[src/rtl/mcp_tx_sched_pkg.sv]
// Shared types and constants for the mcp_tx_sched source-domain scheduler.
// Optional build macro: MCP_TX_SCHED_ACK_EN (destination ack gating of HOLD exit).
package mcp_tx_sched_pkg;

  typedef enum logic [1:0] {
    IDLE   = 2'b00,
    LAUNCH = 2'b01,
    HOLD   = 2'b10
  } state_e;

  localparam int XFER_CNT_W      = 16;
  localparam int DEF_HOLD_CYCLES = 6;

  // Index width that stays at least 1 bit for degenerate sizes.
  function automatic int idx_w(input int n);
    return (n > 1) ? $clog2(n) : 1;
  endfunction

endpackage

[src/rtl/mcp_tx_sched_if.sv]
// Requester/channel bundle for mcp_tx_sched. slave = scheduler side, master = requesters/monitor.
// With MCP_TX_SCHED_ACK_EN the synchronised destination ack toggle joins the bundle.
interface mcp_tx_sched_if
  import mcp_tx_sched_pkg::*;
#(
  parameter int N_REQ = 4,
  parameter int WIDTH = 8
);
  localparam int IDW = idx_w(N_REQ);

  logic [N_REQ-1:0]       req_valid;
  logic [N_REQ*WIDTH-1:0] req_data;
  logic [N_REQ-1:0]       req_ready;
  logic                   cntl_a;
  logic [WIDTH-1:0]       data_a;
  logic [IDW-1:0]         grant_id;
  logic                   busy;
  logic [XFER_CNT_W-1:0]  xfer_cnt;
`ifdef MCP_TX_SCHED_ACK_EN
  logic                   ack_tgl_a;
`endif

  modport slave (
`ifdef MCP_TX_SCHED_ACK_EN
    input  ack_tgl_a,
`endif
    input  req_valid, req_data,
    output req_ready, cntl_a, data_a, grant_id, busy, xfer_cnt
  );

  modport master (
`ifdef MCP_TX_SCHED_ACK_EN
    output ack_tgl_a,
`endif
    output req_valid, req_data,
    input  req_ready, cntl_a, data_a, grant_id, busy, xfer_cnt
  );

endinterface

[src/rtl/mcp_tx_sched_rr_arbiter.sv]
// Combinational round-robin pick: first set req bit searching upward from ptr+1, wrapping.
// The pointer register lives in the parent.
module rr_arbiter
  import mcp_tx_sched_pkg::*;
#(
  parameter int N   = 4,
  localparam int IDW = idx_w(N)
) (
  input  logic [N-1:0]   req,
  input  logic [IDW-1:0] ptr,
  input  logic           en,
  output logic [N-1:0]   gnt,
  output logic [IDW-1:0] gnt_idx
);

  // Scan N positions starting after the last winner; first hit wins.
  always_comb begin
    int   j;
    logic found;
    found   = 1'b0;
    gnt_idx = '0;
    j       = 0;
    for (int i = 1; i <= N; i++) begin
      j = (int'(ptr) + i) % N;
      if (en && !found && req[IDW'(j)]) begin
        found   = 1'b1;
        gnt_idx = IDW'(j);
      end
    end
    gnt = found ? (N'(1) << gnt_idx) : '0;
  end

endmodule

[src/rtl/mcp_tx_sched.sv]
// Source-domain scheduler for the MCP/gray-counter CDC channel: round-robin accept,
// one-cycle launch pulse, then a quiet HOLD window with data_a held stable.
// Optional build macro: MCP_TX_SCHED_ACK_EN -- HOLD also waits for ack_tgl_a == exp_tgl.
module mcp_tx_sched
  import mcp_tx_sched_pkg::*;
#(
  parameter int N_REQ       = 4,
  parameter int WIDTH       = 8,
  parameter int HOLD_CYCLES = DEF_HOLD_CYCLES
) (
  input logic             clk_a,
  input logic             rst_n_a,
  mcp_tx_sched_if.slave   bus
);

  localparam int IDW = idx_w(N_REQ);
  localparam int CW  = idx_w(HOLD_CYCLES);

  state_e                     state_q, state_d;
  logic [IDW-1:0]             ptr_q, gnt_idx, gid_q;
  logic [N_REQ-1:0]           gnt;
  logic [CW-1:0]              cnt_q;
  logic [WIDTH-1:0]           data_q;
  logic [XFER_CNT_W-1:0]      xfer_q;
  logic [N_REQ-1:0][WIDTH-1:0] req_lane;
  logic                       arb_en, accept, hold_done;

  assign req_lane = bus.req_data;
  // Reset gating keeps req_ready quiet while rst_n_a is low even with valids up.
  assign arb_en   = (state_q == IDLE) && rst_n_a;
  assign accept   = |gnt;

`ifdef MCP_TX_SCHED_ACK_EN
  logic exp_tgl_q;
  assign hold_done = (cnt_q == '0) && (bus.ack_tgl_a == exp_tgl_q);
`else
  assign hold_done = (cnt_q == '0);
`endif

  rr_arbiter #(.N(N_REQ)) u_arb (
    .req     (bus.req_valid),
    .ptr     (ptr_q),
    .en      (arb_en),
    .gnt     (gnt),
    .gnt_idx (gnt_idx)
  );

  // State register.
  always_ff @(posedge clk_a or negedge rst_n_a) begin
    if (!rst_n_a) state_q <= IDLE;
    else          state_q <= state_d;
  end

  // Next state: IDLE -> LAUNCH on accept, LAUNCH is one cycle, HOLD until done.
  always_comb begin
    state_d = state_q;
    case (state_q)
      IDLE:    if (accept) state_d = LAUNCH;
      LAUNCH:  state_d = HOLD;
      HOLD:    if (hold_done) state_d = IDLE;
      default: state_d = IDLE;
    endcase
  end

  // Datapath: capture on accept, count launches, run the hold counter.
  always_ff @(posedge clk_a or negedge rst_n_a) begin
    if (!rst_n_a) begin
      ptr_q     <= IDW'(N_REQ - 1);
      gid_q     <= '0;
      data_q    <= '0;
      cnt_q     <= '0;
      xfer_q    <= '0;
`ifdef MCP_TX_SCHED_ACK_EN
      exp_tgl_q <= 1'b0;
`endif
    end else begin
      if (accept) begin
        data_q <= req_lane[gnt_idx];
        gid_q  <= gnt_idx;
        ptr_q  <= gnt_idx;
      end
      if (state_q == LAUNCH) begin
        xfer_q    <= xfer_q + XFER_CNT_W'(1);
        cnt_q     <= CW'(HOLD_CYCLES - 1);
`ifdef MCP_TX_SCHED_ACK_EN
        exp_tgl_q <= ~exp_tgl_q;
`endif
      end
      // Counter parks at zero while an ack is still outstanding.
      if (state_q == HOLD && cnt_q != '0) cnt_q <= cnt_q - CW'(1);
    end
  end

  assign bus.req_ready = gnt;
  assign bus.cntl_a    = (state_q == LAUNCH);
  assign bus.busy      = (state_q != IDLE);
  assign bus.data_a    = data_q;
  assign bus.grant_id  = gid_q;
  assign bus.xfer_cnt  = xfer_q;

endmodule
[src/flat_wrapper.sv]
// flat-port wrapper written by rule: the top's interface ports become plain ports
module mcp_tx_sched_flat import mcp_tx_sched_pkg::*;
#(
  parameter int N_REQ       = 4,
  parameter int WIDTH       = 8,
  parameter int HOLD_CYCLES = DEF_HOLD_CYCLES
)
  (clk_a, rst_n_a, bus_req_valid, bus_req_data, bus_req_ready, bus_cntl_a, bus_data_a, bus_grant_id, bus_busy, bus_xfer_cnt);
  mcp_tx_sched_if #(.N_REQ(N_REQ), .WIDTH(WIDTH)) bus_i ();
  input logic clk_a;
  input logic rst_n_a;
  input wire logic [$bits(bus_i.req_valid)-1:0] bus_req_valid;
  input wire logic [$bits(bus_i.req_data)-1:0] bus_req_data;
  output wire logic [$bits(bus_i.req_ready)-1:0] bus_req_ready;
  output wire logic [$bits(bus_i.cntl_a)-1:0] bus_cntl_a;
  output wire logic [$bits(bus_i.data_a)-1:0] bus_data_a;
  output wire logic [$bits(bus_i.grant_id)-1:0] bus_grant_id;
  output wire logic [$bits(bus_i.busy)-1:0] bus_busy;
  output wire logic [$bits(bus_i.xfer_cnt)-1:0] bus_xfer_cnt;
  assign bus_i.req_valid = bus_req_valid;
  assign bus_i.req_data = bus_req_data;
  assign bus_req_ready = bus_i.req_ready;
  assign bus_cntl_a = bus_i.cntl_a;
  assign bus_data_a = bus_i.data_a;
  assign bus_grant_id = bus_i.grant_id;
  assign bus_busy = bus_i.busy;
  assign bus_xfer_cnt = bus_i.xfer_cnt;
  mcp_tx_sched #(.N_REQ(N_REQ), .WIDTH(WIDTH), .HOLD_CYCLES(HOLD_CYCLES)) u_core (.clk_a(clk_a), .rst_n_a(rst_n_a), .bus(bus_i));
endmodule
[config.mk]
export PLATFORM = sky130hd
export DESIGN_NAME = mcp_tx_sched_flat
export DESIGN_NICKNAME = d
export VERILOG_FILES = /design/src/rtl/mcp_tx_sched_pkg.sv /design/src/rtl/mcp_tx_sched_if.sv /design/src/rtl/mcp_tx_sched_rr_arbiter.sv /design/src/rtl/mcp_tx_sched.sv /design/src/flat_wrapper.sv
export SDC_FILE = /design/constraint.sdc
export NUM_CORES = 1
export LEC_CHECK = 0
export ABC_AREA = 1
export CAP_MARGIN = 15
export CELL_PAD_IN_SITES_DETAIL_PLACEMENT = 1
export CELL_PAD_IN_SITES_GLOBAL_PLACEMENT = 1
export CORE_UTILIZATION = 33
export CTS_CLUSTER_DIAMETER = 30
export DETAILED_ROUTE_END_ITERATION = 8
export MAX_ROUTING_LAYER = met4
export PLACE_DENSITY_LB_ADDON = 0.1
export SLEW_MARGIN = 20
export SYNTH_ARGS = -nofsm -noshare
export SYNTH_HDL_FRONTEND = slang
export SYNTH_HIERARCHICAL = 1
export SYNTH_SLANG_ARGS = --single-unit
[constraint.sdc]
create_clock -name clk_a -period 2.5 [get_ports clk_a]
set_input_delay 0.25 -clock clk_a [delete_from_list [all_inputs] [get_ports clk_a]]
set_output_delay 0.25 -clock clk_a [all_outputs]
set_load 0.005 [all_outputs]
==> Word-level counts from Yosys, hierarchy flattened <==
Index checks and enable logic that the tools add are counted.
{ "classes": {"n_addsub": 6, "order_cmp": 5, "eq_ne": 4, "n_shift": 1, "mux": 28, "reduce_logical": 19} }
{ "op_table": {"columns": ["cell", "n"], "rows": [
  ["adder 16 x 1 -> 16 bit (second input constant)", 1],
  ["binary-select mux 8 bit (select 2 bit)", 1],
  ["< comparator 2 x 4 -> 1 bit (second input constant)", 4],
  ["2-to-1 mux 1 bit", 12],
  ["2-to-1 mux 2 bit", 6],
  ["logical AND 1 bit", 9],
  ["binary-select mux 1 bit (select 2 bit)", 4],
  ["2-to-1 mux 8 bit", 1],
  ["2-to-1 mux 3 bit", 2],
  ["one-hot mux 2 bit (3 select lines)", 1],
  ["adder 2 x 1 -> 2 bit (second input constant)", 2],
  ["adder 2 bit (second input constant)", 2],
  ["2-to-1 mux 4 bit", 1],
  ["inequality test 2 x 1 -> 1 bit (second input constant)", 2],
  ["nonzero test 2 bit", 2],
  ["OR reduction 4 bit", 1],
  ["left shift 1 x 2 -> 4 bit (first input constant)", 1],
  ["zero test 1 bit", 3],
  ["zero test 3 bit", 1],
  ["< comparator 2 x 3 -> 1 bit (second input constant)", 1],
  ["nonzero test 3 bit", 1],
  ["subtractor 3 x 1 -> 3 bit (second input constant)", 1],
  ["== test 2 x 1 -> 1 bit (second input constant)", 1],
  ["== test 2 bit (second input constant)", 1],
  ["other kinds (2)", 2]
]} }
{ "totals": {"reg_bits": 33, "input_bits": 38, "output_inout_bits": 32, "elab_cells": 69} }

==> Depth between registers and ports, before layout <==
Gate-level depths: netlist of run 1.
{ "logic_depth": {"depth_word": 23, "ltp_mapped": 17, "mapped_depth_nobuf": 16} }

==> Cells and area by module <==
Netlist of run 1, hierarchy kept.
{ "modules_own_cells": {"columns": ["module", "instances", "cells_per_inst", "area_per_inst_um2", "seq_area_each_um2"], "rows": [
  ["mcp_tx_sched", 1, 234, 1859.3, 828.3],
  ["rr_arbiter", 1, 87, 444.2, 0.0]
]} }

==> Least setup slack after synthesis of run 1 <==
Ideal clock, no wire load.
{ "synth_timing": {"path_type": "flip-flop to flip-flop", "from": "reg u_core.ptr_q[0]", "to": "reg u_core.gid_q[0], in the netlist u_core/bus.grant_id[0]", "setup_ns": 0.066, "arrival_ns": 1.986, "t_required_ns": 2.434, "setup_slack_ns": 0.448, "path_stages_with_launch": 17, "path_buffers": 2, "period_less_slack_ns": 2.052, "path_cell_list": "dfstp_2 buf_6 nand2_1 nand2_4 nand2_2 nand2_4 nand3_2 nand2_1 inv_1 o21ai_2 nand2_1 nor2_1 nor2_1 nand2_1 clkbuf_1 nand2_1 nand2_1"} }
{ "synth_between": {"elab_chain_cells": 21, "word_cells_on_any_way": 37, "cone_classes": "add/sub: 4; shift: 1; mux: 21; reduce/logical: 11"} }
{ "synth_rtl": {"columns": ["element", "line", "source"], "rows": [
  ["start, declared", "mcp_tx_sched.sv:20", "logic [IDW-1:0] ptr_q, gnt_idx, gid_q;"],
  ["start signal, assigned", "mcp_tx_sched.sv:68", "ptr_q <= IDW'(N_REQ - 1);"],
  ["start signal, assigned", "mcp_tx_sched.sv:80", "ptr_q <= gnt_idx;"],
  ["adder 2 x 1 -> 2 bit", "mcp_tx_sched_rr_arbiter.sv:24", "j = (int'(ptr) + i) % N;"],
  ["binary-select mux 1 bit (select 2 bit)", "mcp_tx_sched_rr_arbiter.sv:25", "if (en && !found && req[IDW'(j)]) begin"],
  ["2-to-1 mux 1 bit (not written as such) (2 in series)", "mcp_tx_sched_rr_arbiter.sv:25", null],
  ["logical AND 1 bit", "mcp_tx_sched_rr_arbiter.sv:25", null],
  ["2-to-1 mux 1 bit", "mcp_tx_sched_rr_arbiter.sv:25", null],
  ["zero test 1 bit", "mcp_tx_sched_rr_arbiter.sv:25", null],
  ["logical AND 1 bit (2 in series)", "mcp_tx_sched_rr_arbiter.sv:25", null],
  ["2-to-1 mux 1 bit", "mcp_tx_sched_rr_arbiter.sv:25", null],
  ["[3 not listed]", null, null],
  ["2-to-1 mux 1 bit", "mcp_tx_sched_rr_arbiter.sv:25", null],
  ["zero test 1 bit", "mcp_tx_sched_rr_arbiter.sv:25", null],
  ["logical AND 1 bit (2 in series)", "mcp_tx_sched_rr_arbiter.sv:25", null],
  ["2-to-1 mux 2 bit", "mcp_tx_sched_rr_arbiter.sv:25", null],
  ["left shift 1 x 2 -> 4 bit", "mcp_tx_sched_rr_arbiter.sv:30", "gnt = found ? (N'(1) << gnt_idx) : '0;"],
  ["2-to-1 mux 4 bit (*)", "mcp_tx_sched_rr_arbiter.sv:30", null],
  ["via bus_req_ready[1]", "flat_wrapper.sv:14", "output wire logic [$bits(bus_i.req_ready)-1:0] bus_req_ready;"],
  ["OR reduction 4 bit (*)", "mcp_tx_sched.sv:31", "assign accept = |gnt;"],
  ["end signal, assigned", "mcp_tx_sched.sv:79", "gid_q <= gnt_idx;"],
  ["end, declared", "mcp_tx_sched.sv:20", null]
]} }
The timed path passes the listed nets; every way through them passes the cells marked *. The select of a mux whose other input is x is not followed.
A chain may end at the register's enable or synchronous reset.

==> Final worst setup path of run 1 <==
{ "layout_timing": {"from": "reg u_core.ptr_q[0]", "to": "out bus_req_ready[0]"} }
{ "layout_between": {"elab_chain_cells": 20, "word_cells_on_any_way": 36, "cone_classes": "add/sub: 4; shift: 1; mux: 21; reduce/logical: 10"} }
{ "layout_rtl": {"columns": ["element", "line"], "rows": [
  ["adder 2 x 1 -> 2 bit", "mcp_tx_sched_rr_arbiter.sv:24"],
  ["binary-select mux 1 bit (select 2 bit)", "mcp_tx_sched_rr_arbiter.sv:25"],
  ["2-to-1 mux 1 bit (not written as such) (2 in series)", "mcp_tx_sched_rr_arbiter.sv:25"],
  ["logical AND 1 bit", "mcp_tx_sched_rr_arbiter.sv:25"],
  ["2-to-1 mux 1 bit", "mcp_tx_sched_rr_arbiter.sv:25"],
  ["zero test 1 bit", "mcp_tx_sched_rr_arbiter.sv:25"],
  ["logical AND 1 bit (2 in series)", "mcp_tx_sched_rr_arbiter.sv:25"],
  ["2-to-1 mux 1 bit", "mcp_tx_sched_rr_arbiter.sv:25"],
  ["zero test 1 bit", "mcp_tx_sched_rr_arbiter.sv:25"],
  ["logical AND 1 bit (2 in series)", "mcp_tx_sched_rr_arbiter.sv:25"],
  ["2-to-1 mux 1 bit", "mcp_tx_sched_rr_arbiter.sv:25"],
  ["zero test 1 bit", "mcp_tx_sched_rr_arbiter.sv:25"],
  ["logical AND 1 bit (2 in series)", "mcp_tx_sched_rr_arbiter.sv:25"],
  ["2-to-1 mux 2 bit (*)", "mcp_tx_sched_rr_arbiter.sv:25"],
  ["via u_core.gnt_idx[1]", "mcp_tx_sched.sv:20"],
  ["left shift 1 x 2 -> 4 bit (*)", "mcp_tx_sched_rr_arbiter.sv:30"],
  ["2-to-1 mux 4 bit (*)", "mcp_tx_sched_rr_arbiter.sv:30"],
  ["end, declared", "flat_wrapper.sv:14"]
]} }
Marks and branches as above.

==> results by group, run 1 <==
GRT
  • M1 GR Usage: 23.0%
  • Antenna violations before repair: 0
  • Largest net degree at the start of global routing: 34
  • Number of global-route vias before repair: 2415
  • Met2 GRT Util: 32.9%
  • M3 GR Usage: 3.66%
  • Grt total ovfl: 0
  • GR Util All Layers: 18.9%
  • Busiest grt layer: met2
  • First-pass GRT wire length: 10800 um

Clock network
  • CTS buffer count: 5
  • Root buffer selected by CTS: clkbuf_8
  • Clock sink count: 33
  • CTS tree: yes
  • Longest Clk Path Bufs: 2
  • Clk pin slew, worst setup/hold paths: 0.06 ns
  • Max H-tree Level: 2
  • Worst-Skew Late Latency: 0.27 ns
  • Post-CTS Hold Fix Bufs: 0

Power
  • P_leak: 1.63 nW
  • Worst vdd ir: 0.497 mV
  • PD cells: 1000 nW/um^2

Timing
  • Fin crit share: 92.9%
  • Final slew viol count: 0
  • RSZ-0062 raised after global routing: yes
  • Clock Skew: 0.00877 ns
  • Max Fclk: 0.431 GHz
  • Slew Limit Headroom: 70.6%
  • Final setup fails: 0
  • TNS Setup: 0 ns
  • Worst Max-Slew Pin Slew: 0.441 ns
  • Hold WS: 0.428 ns
  • Tmin final: 2.32 ns
  • Fin. Hold Viols: 0

Routing
  • Avg WL per Cell: 13.0 um
  • Via density: 4.77
  • Detailed Route WL: 6240 um
  • 1st-iter DRT viols: 125
  • Via count: 2294
  • Pre-antenna DRT Iters: 4
  • Drt drc: 0
  • Final ANT Viol Nets: 0

Yosys
  • Post-synthesis sequential area ratio: 36.0%
  • Gate Count Post-Synth: 321
  • Post-synth top area cell: dfrtp_1
  • Synth top area share: 33.7%
  • Post-Syn Area per Cell: 7.18 sq um
  • Synth Warn #: 6
  • Top post-synthesis cells by area: dfrtp_1 34%, nand2_1 16%, nor2_1 7.5%
  • Syn Std Cell Area: 2300 sq um
  • Seq cells post-synth: 33
  • Distinct cell type count after synthesis: 32
  • Number of synthesized flops with an enable pin: 0
  • Ys flop type: dfrtp_1
  • Post-synth ARST share: 100%
  • Mapped Nets: 362

Layout
  • Share of layout cells above drive strength 1: 18.0%
  • Layout area overhead: 41.4%
  • Multi-input gate area: 1310 sq um
  • Register Area: 828 sq um
  • Filler cells: 884
  • Fin area: 3260 sq um
  • Layout Nets: 442
  • # diodes: 0
  • Post-layout util: 48.2%

Placed design
  • Area post-placement: 3110 sq um
  • Gp weighted congestion: 0.771
  • Port bufs: 69
  • Dpl hpwl: 4910 um

Outcome
  • Status: finished, final reports clean

Hold path
  • Hold crit path type: in2async

Setup path
  • Worst-path maximum fanout: 8
  • Setup crit end kind: output pin
  • Cell count of the worst reg-to-reg path: 14
  • Critical path launch point type: flip-flop
  • Critical path class: reg2out
  • Crit path DAT: 2.07 ns
  • Worst path required time: 2.25 ns

Floorplan
  • Die Y: 85.5 um
  • Initial Util: 34.1%
  • IO Count: 70
  • Die footprint: 7320 sq um
  • FP Rows: 30
  • Die X: 85.5 um
  • CORE AREA: 6760 sq um

Run
  • Max Cap Viol: 0
[logic make-up after synthesis]
logic type / after synthesis / synth area share (%)
AOI/OAI and AO/OA: 34 / 7.98
DFF: 33 / 36.0
buffers and inverters: 42 / 8.15
xor gates and xnor gates: 9 / 3.75
adders and majority gates: 3 / 1.63
and+or+nand+nor: 200 / 42.5
[what timing repair did]
action                     4_1_cts  5_1_grt
buffers inserted                 5        0
setup endpoints to repair        4       14
pin swaps                        2        2
resized for setup                9        5
[through the flow]
stage               worst slack, ns  total power (W)  std cells
floorplan                     0.448          0.00210        321
global placement             0.0631          0.00282        469
detailed placement           0.0235          0.00288        469
CTS                         -0.0871          0.00333        481
global route                0.00350          0.00362        481
finish                        0.178          0.00327        481
[report_power, final]
group          total [W]  leakage (nW)  switching [W]  internal [W]
logic            0.00203          1.16        0.00113      0.000893
clock network   0.000396        0.0443       0.000178      0.000218
registers       0.000851         0.421       0.000134      0.000717
[worst max-delay path, stage by stage, from the launching register on]
cell and delay [ns]:
dfstp_2 0.56, inv_2 0.09, nand2_1 0.10, nand3_2 0.10, nand2_2 0.14, inv_2 0.06
o21ai_2 0.16, nand4_1 0.10, nand2_1 0.15, nor2_1 0.08, dlygate4sd2_1 0.26
[cell usage in the layout (no fill, tap or decap), drive strengths merged, types with 3 or more instances in the layout]
cell type,instances
buf,12
clkbuf,7
ha,3
xnor2,6
inv,34
xor2,3
nand4,11
nor2,56
clkdlybuf4s50,65
dfrtp,31
nand3,12
o21ai,29
nand2,119
[layout make-up]
class | count | share of cell area [%]
multi-input combinational | 246 | 40.1
sequential | 33 | 25.4
timing repair buffer | 81 | 24.7
inverter | 34 | 3.99
tap | 80 | 3.07
clock buffer | 7 | 2.65
[metal layers]
metal / vias to the layer above / routed length [um]
li1: 1167 / -
met1: 1089 / 2850
met2: 36 / 3200
met3: 2 / 169
met4: 0 / 24
met5: - / 0
[sequential cells by signal, summed over array words and instances (netlist names)]
name,flops
u_core/bus.data_a,8
u_core/cnt_q,3
u_core/state_q,2
u_core/bus.xfer_cnt,16
u_core/ptr_q,2
u_core/bus.grant_id,2
[Yosys cell counts (2+ instances only)]
library cell / n
inv_2: 7
a31oi_1: 2
nand4_1: 9
xnor2_1: 5
nand2_2: 13
xor2_1: 3
nor2_2: 3
nor2_1: 46
o21ai_0: 18
nand4_2: 2
o21ai_1: 9
nand2_1: 99
buf_6: 3
buf_2: 3
dfrtp_1: 31
nand3_1: 9
inv_1: 27
o21ai_2: 2
nor2_4: 6
nand3_2: 3
ha_1: 3
nand2_4: 7
dfstp_2: 2
[path summary, 6_finish.rpt]
check / slack (ns) / end / startpoint
max: 0.18 / bus_req_ready[0] / u_core/ptr_q[0]$_DFFE_PN1P_
min: 0.43 / u_core/bus.xfer_cnt[0]$_DFFE_PN0P_ / rst_n_a
max reg2reg: 0.23 / u_core/bus.data_a[2]$_DFFE_PN0P_ / u_core/ptr_q[0]$_DFFE_PN1P_
min reg2reg: 0.49 / u_core/bus.data_a[1]$_DFFE_PN0P_ / u_core/bus.data_a[1]$_DFFE_PN0P_
max in group asynchronous: 1.73 / u_core/ptr_q[0]$_DFFE_PN1P_ / rst_n_a
min in group clk_a: 0.49 / u_core/bus.data_a[1]$_DFFE_PN0P_ / u_core/bus.data_a[1]$_DFFE_PN0P_
(Power assumes the default switching activity.)
==> inputs of run 2 (changes only) <==
Settings changed: GPL_ROUTABILITY_DRIVEN set to 1.
==> results of run 2 <==
The final DEF is identical to that of run 1; final timing and power are the same.
==> inputs of run 3 (changes only) <==
Settings changed: CTS_BUF_LIST set to sky130_fd_sc_hd__clkbuf_8 sky130_fd_sc_hd__clkbuf_16, RECOVER_POWER set to 100.
==> run 3 against run 2 <==
Compared with the run above: clock skew is essentially flat; combinational power is 5% lower; die area did not move; clock-buffer cell count is 1 lower; worst hold slack improved by 0.054 ns; flip-flop and latch count stayed put; utilization down 1.1 points; power decreased by 3.8%; via count grew 0.26%; register-to-register slack is essentially flat; clock power shrank 1%; largest power group unchanged.
==> results by group, run 3 (synthesis gave the netlist of run 1 again) <==
GRT
  • Grt total ovfl: 0 (unchanged)
  • First-pass GRT wire length: 10800 um (unchanged)
  • Number of global-route vias before repair: 2415 (unchanged)
  • Largest net degree at the start of global routing: 34 (unchanged)
  • GR Util All Layers: 18.9% (unchanged)
  • Antenna violations before repair: 0 (unchanged)

Layout
  • Commonest non-fill, non-tap cells in the layout: 99 x nand2_1, 49 x nor2_1, 37 x clkdlybuf4s50_1, 31 x dfrtp_1, 29 x inv_1
  • Max reg flops: 16 (unchanged)
  • Layout Nets: 442 (unchanged)
  • # diodes: 0 (unchanged)
  • Layout area overhead: 38.3%
  • Fin area: 3190 sq um (-2.2%)
  • Commonest non-fill, non-tap cell in the layout: nand2_1
  • Cell Count, Final, Fillers Out: 481 (unchanged)
  • Filler cells: 891 (+0.79%)
  • Share of layout cells above drive strength 1: 15.2% (-2.7 points)

Setup path
  • Worst-path maximum fanout: 8 (unchanged)
  • Setup crit end kind: output pin
  • Critical path launch point type: flip-flop
  • Critical path class: reg2out
  • Crit path DAT: 2.07 ns (about the same)
  • Worst path required time: 2.25 ns (about the same)

Clock network
  • CTS buffer count: 5 (unchanged)
  • Max H-tree Level: 2 (unchanged)
  • Worst-Skew Late Latency: 0.27 ns (about the same)
  • Clock sink count: 33 (unchanged)
  • Clk pin slew, worst setup/hold paths: 0.06 ns (about the same)
  • Root buffer selected by CTS: clkbuf_8
  • CTS tree: yes
  • Longest Clk Path Bufs: 2 (unchanged)

Power
  • Worst vdd ir: 0.479 mV (-3.5%)
  • PD cells: 988 nW/um^2 (-1.6%)
  • P_leak: 1.66 nW (+2.0%)

Timing
  • Fin. Hold Viols: 0 (unchanged)
  • Final setup fails: 0 (unchanged)
  • Clock Skew: 0.00886 ns (+0.0000931 ns)
  • RSZ-0062 raised after global routing: yes
  • Final slew viol count: 0 (unchanged)
  • Setup ws final: 0.185 ns (+0.00727 ns)
  • Hold WS: 0.482 ns (+0.0544 ns)
  • Fin crit share: 92.6% (-0.29 points)
  • Tmin final: 2.32 ns (-0.00727 ns)
  • Max Fclk: 0.432 GHz (+0.31%)
  • Worst Max-Slew Pin Slew: 0.845 ns (+0.405 ns)
  • Slew Limit Headroom: 43.7% (-27 points)

Placed design
  • Area post-placement: 3110 sq um (unchanged)
  • Pre-CTS setup slack: 0.0235 ns (unchanged)
  • Cells after DPL: 469 (unchanged)
  • Dpl hpwl: 4910 um (unchanged)
  • Port bufs: 69 (unchanged)
  • Gp weighted congestion: 0.771 (unchanged)

Routing
  • Detailed Route WL: 6220 um (-0.35%)
  • Final ANT Viol Nets: 0 (unchanged)
  • Via count: 2300 (+0.26%)
  • 1st-iter DRT viols: 106 (-15%)
  • Drt drc: 0 (unchanged)
  • Avg WL per Cell: 12.9 um (-0.35%)
  • Pre-antenna DRT Iters: 4 (unchanged)
  • Via density: 4.78 (+0.26%)

Hold path
  • Hold crit path type: reg2reg

Floorplan
  • IO Count: 70 (unchanged)
  • CORE AREA: 6760 sq um (unchanged)
  • FP Rows: 30 (unchanged)
  • Die footprint: 7320 sq um (unchanged)
  • Initial Util: 34.1% (unchanged)
  • Die Y: 85.5 um (unchanged)
  • Die X: 85.5 um (unchanged)

Run
  • Max Cap Viol: 0 (unchanged)

Outcome
  • Status: finished, final reports clean
==> run 3: changes by cell type in the layout (fill, tap and decap cells not counted), moves of 2 or more <==
| cell | before | now |
|---|---|---|
| nand2_1 | 97 | 99 |
| nor2_1 | 42 | 49 |
| nor2_4 | 6 | 2 |
| nor2_2 | 7 | 5 |
| inv_1 | 27 | 29 |
| clkdlybuf4s50_1 | 65 | 37 |
| clkbuf_2 | 0 | 2 |
| dlygate4sd3_1 | 0 | 28 |
| buf_4 | 10 | 8 |
==> run 3: critical path: stages (launching register included) <==
cell and delay (ns):
dfstp_2 0.56, inv_2 0.09, nand2_1 0.10, nand3_2 0.10
nand2_2 0.14, inv_2 0.06, o21ai_2 0.16, nand4_1 0.10
nand2_1 0.15, nor2_1 0.08, dlygate4sd2_1 0.26
==> run 3: area by class of cell <==
class                      count  area (sq um)  share of cell area, %
multi-input combinational    246          1240                   38.9
sequential                    33           828                   26.0
timing repair buffer          81           801                   25.1
inverter                      34           130                   4.08
tap                           80           100                   3.14
clock buffer                   6          82.6                   2.59
clock inverter                 1          3.75                  0.118
==> run 3: what timing repair did <==
action / 4_1_cts / 5_1_grt
hold buffers: 0 / 0
gates resized for setup: 9 / 5
pin swaps: 2 / 2
gates cloned: 0 / 0
endpoints found under the setup margin: 4 / 14
buffers inserted: 5 / 0
==> run 3: report_power, final <==
part	switching, W	total, W	leakage, nW	internal (W)
sequential	0.000120	0.000838	0.421	0.000717
combinational	0.00110	0.00192	1.19	0.000822
clock	0.000178	0.000392	0.0485	0.000214
==> run 3: path summary, 6_finish.rpt <==
check	slack, ns	cells past startpoint	from	endpoint
setup / recovery	0.18	10	u_core/ptr_q[0]$_DFFE_PN1P_	bus_req_ready[0]
hold / removal	0.48	2	u_core/bus.data_a[1]$_DFFE_PN0P_	u_core/bus.data_a[1]$_DFFE_PN0P_
setup reg to reg	0.23	14	u_core/ptr_q[0]$_DFFE_PN1P_	u_core/bus.data_a[2]$_DFFE_PN0P_
hold reg to reg	0.48	2	u_core/bus.data_a[1]$_DFFE_PN0P_	u_core/bus.data_a[1]$_DFFE_PN0P_
max in group asynchronous	1.31	2	rst_n_a	u_core/bus.grant_id[1]$_DFFE_PN0P_
min in group asynchronous	0.66	2	rst_n_a	u_core/bus.xfer_cnt[2]$_DFFE_PN0P_
==> run 3: through the flow <==
stage               power (W)  setup TNS, ns  util (%)
floorplan             0.00210              0         -
global placement      0.00282              0      46.1
detailed placement    0.00288              0      46.1
CTS                   0.00333        -0.0871      48.1
global route          0.00349              0      47.2
finish                0.00315              0      47.2
==> run 3: routing by layer <==
metal / vias up / GRT usage [%] / wire (um)
met1: 1099 / 23.0 / 2840
met3: 2 / 3.66 / 169
met2: 36 / 32.9 / 3200
li1: 1163 / - / -
met5: - / - / 0
met4: 0 / 3.03 / 15
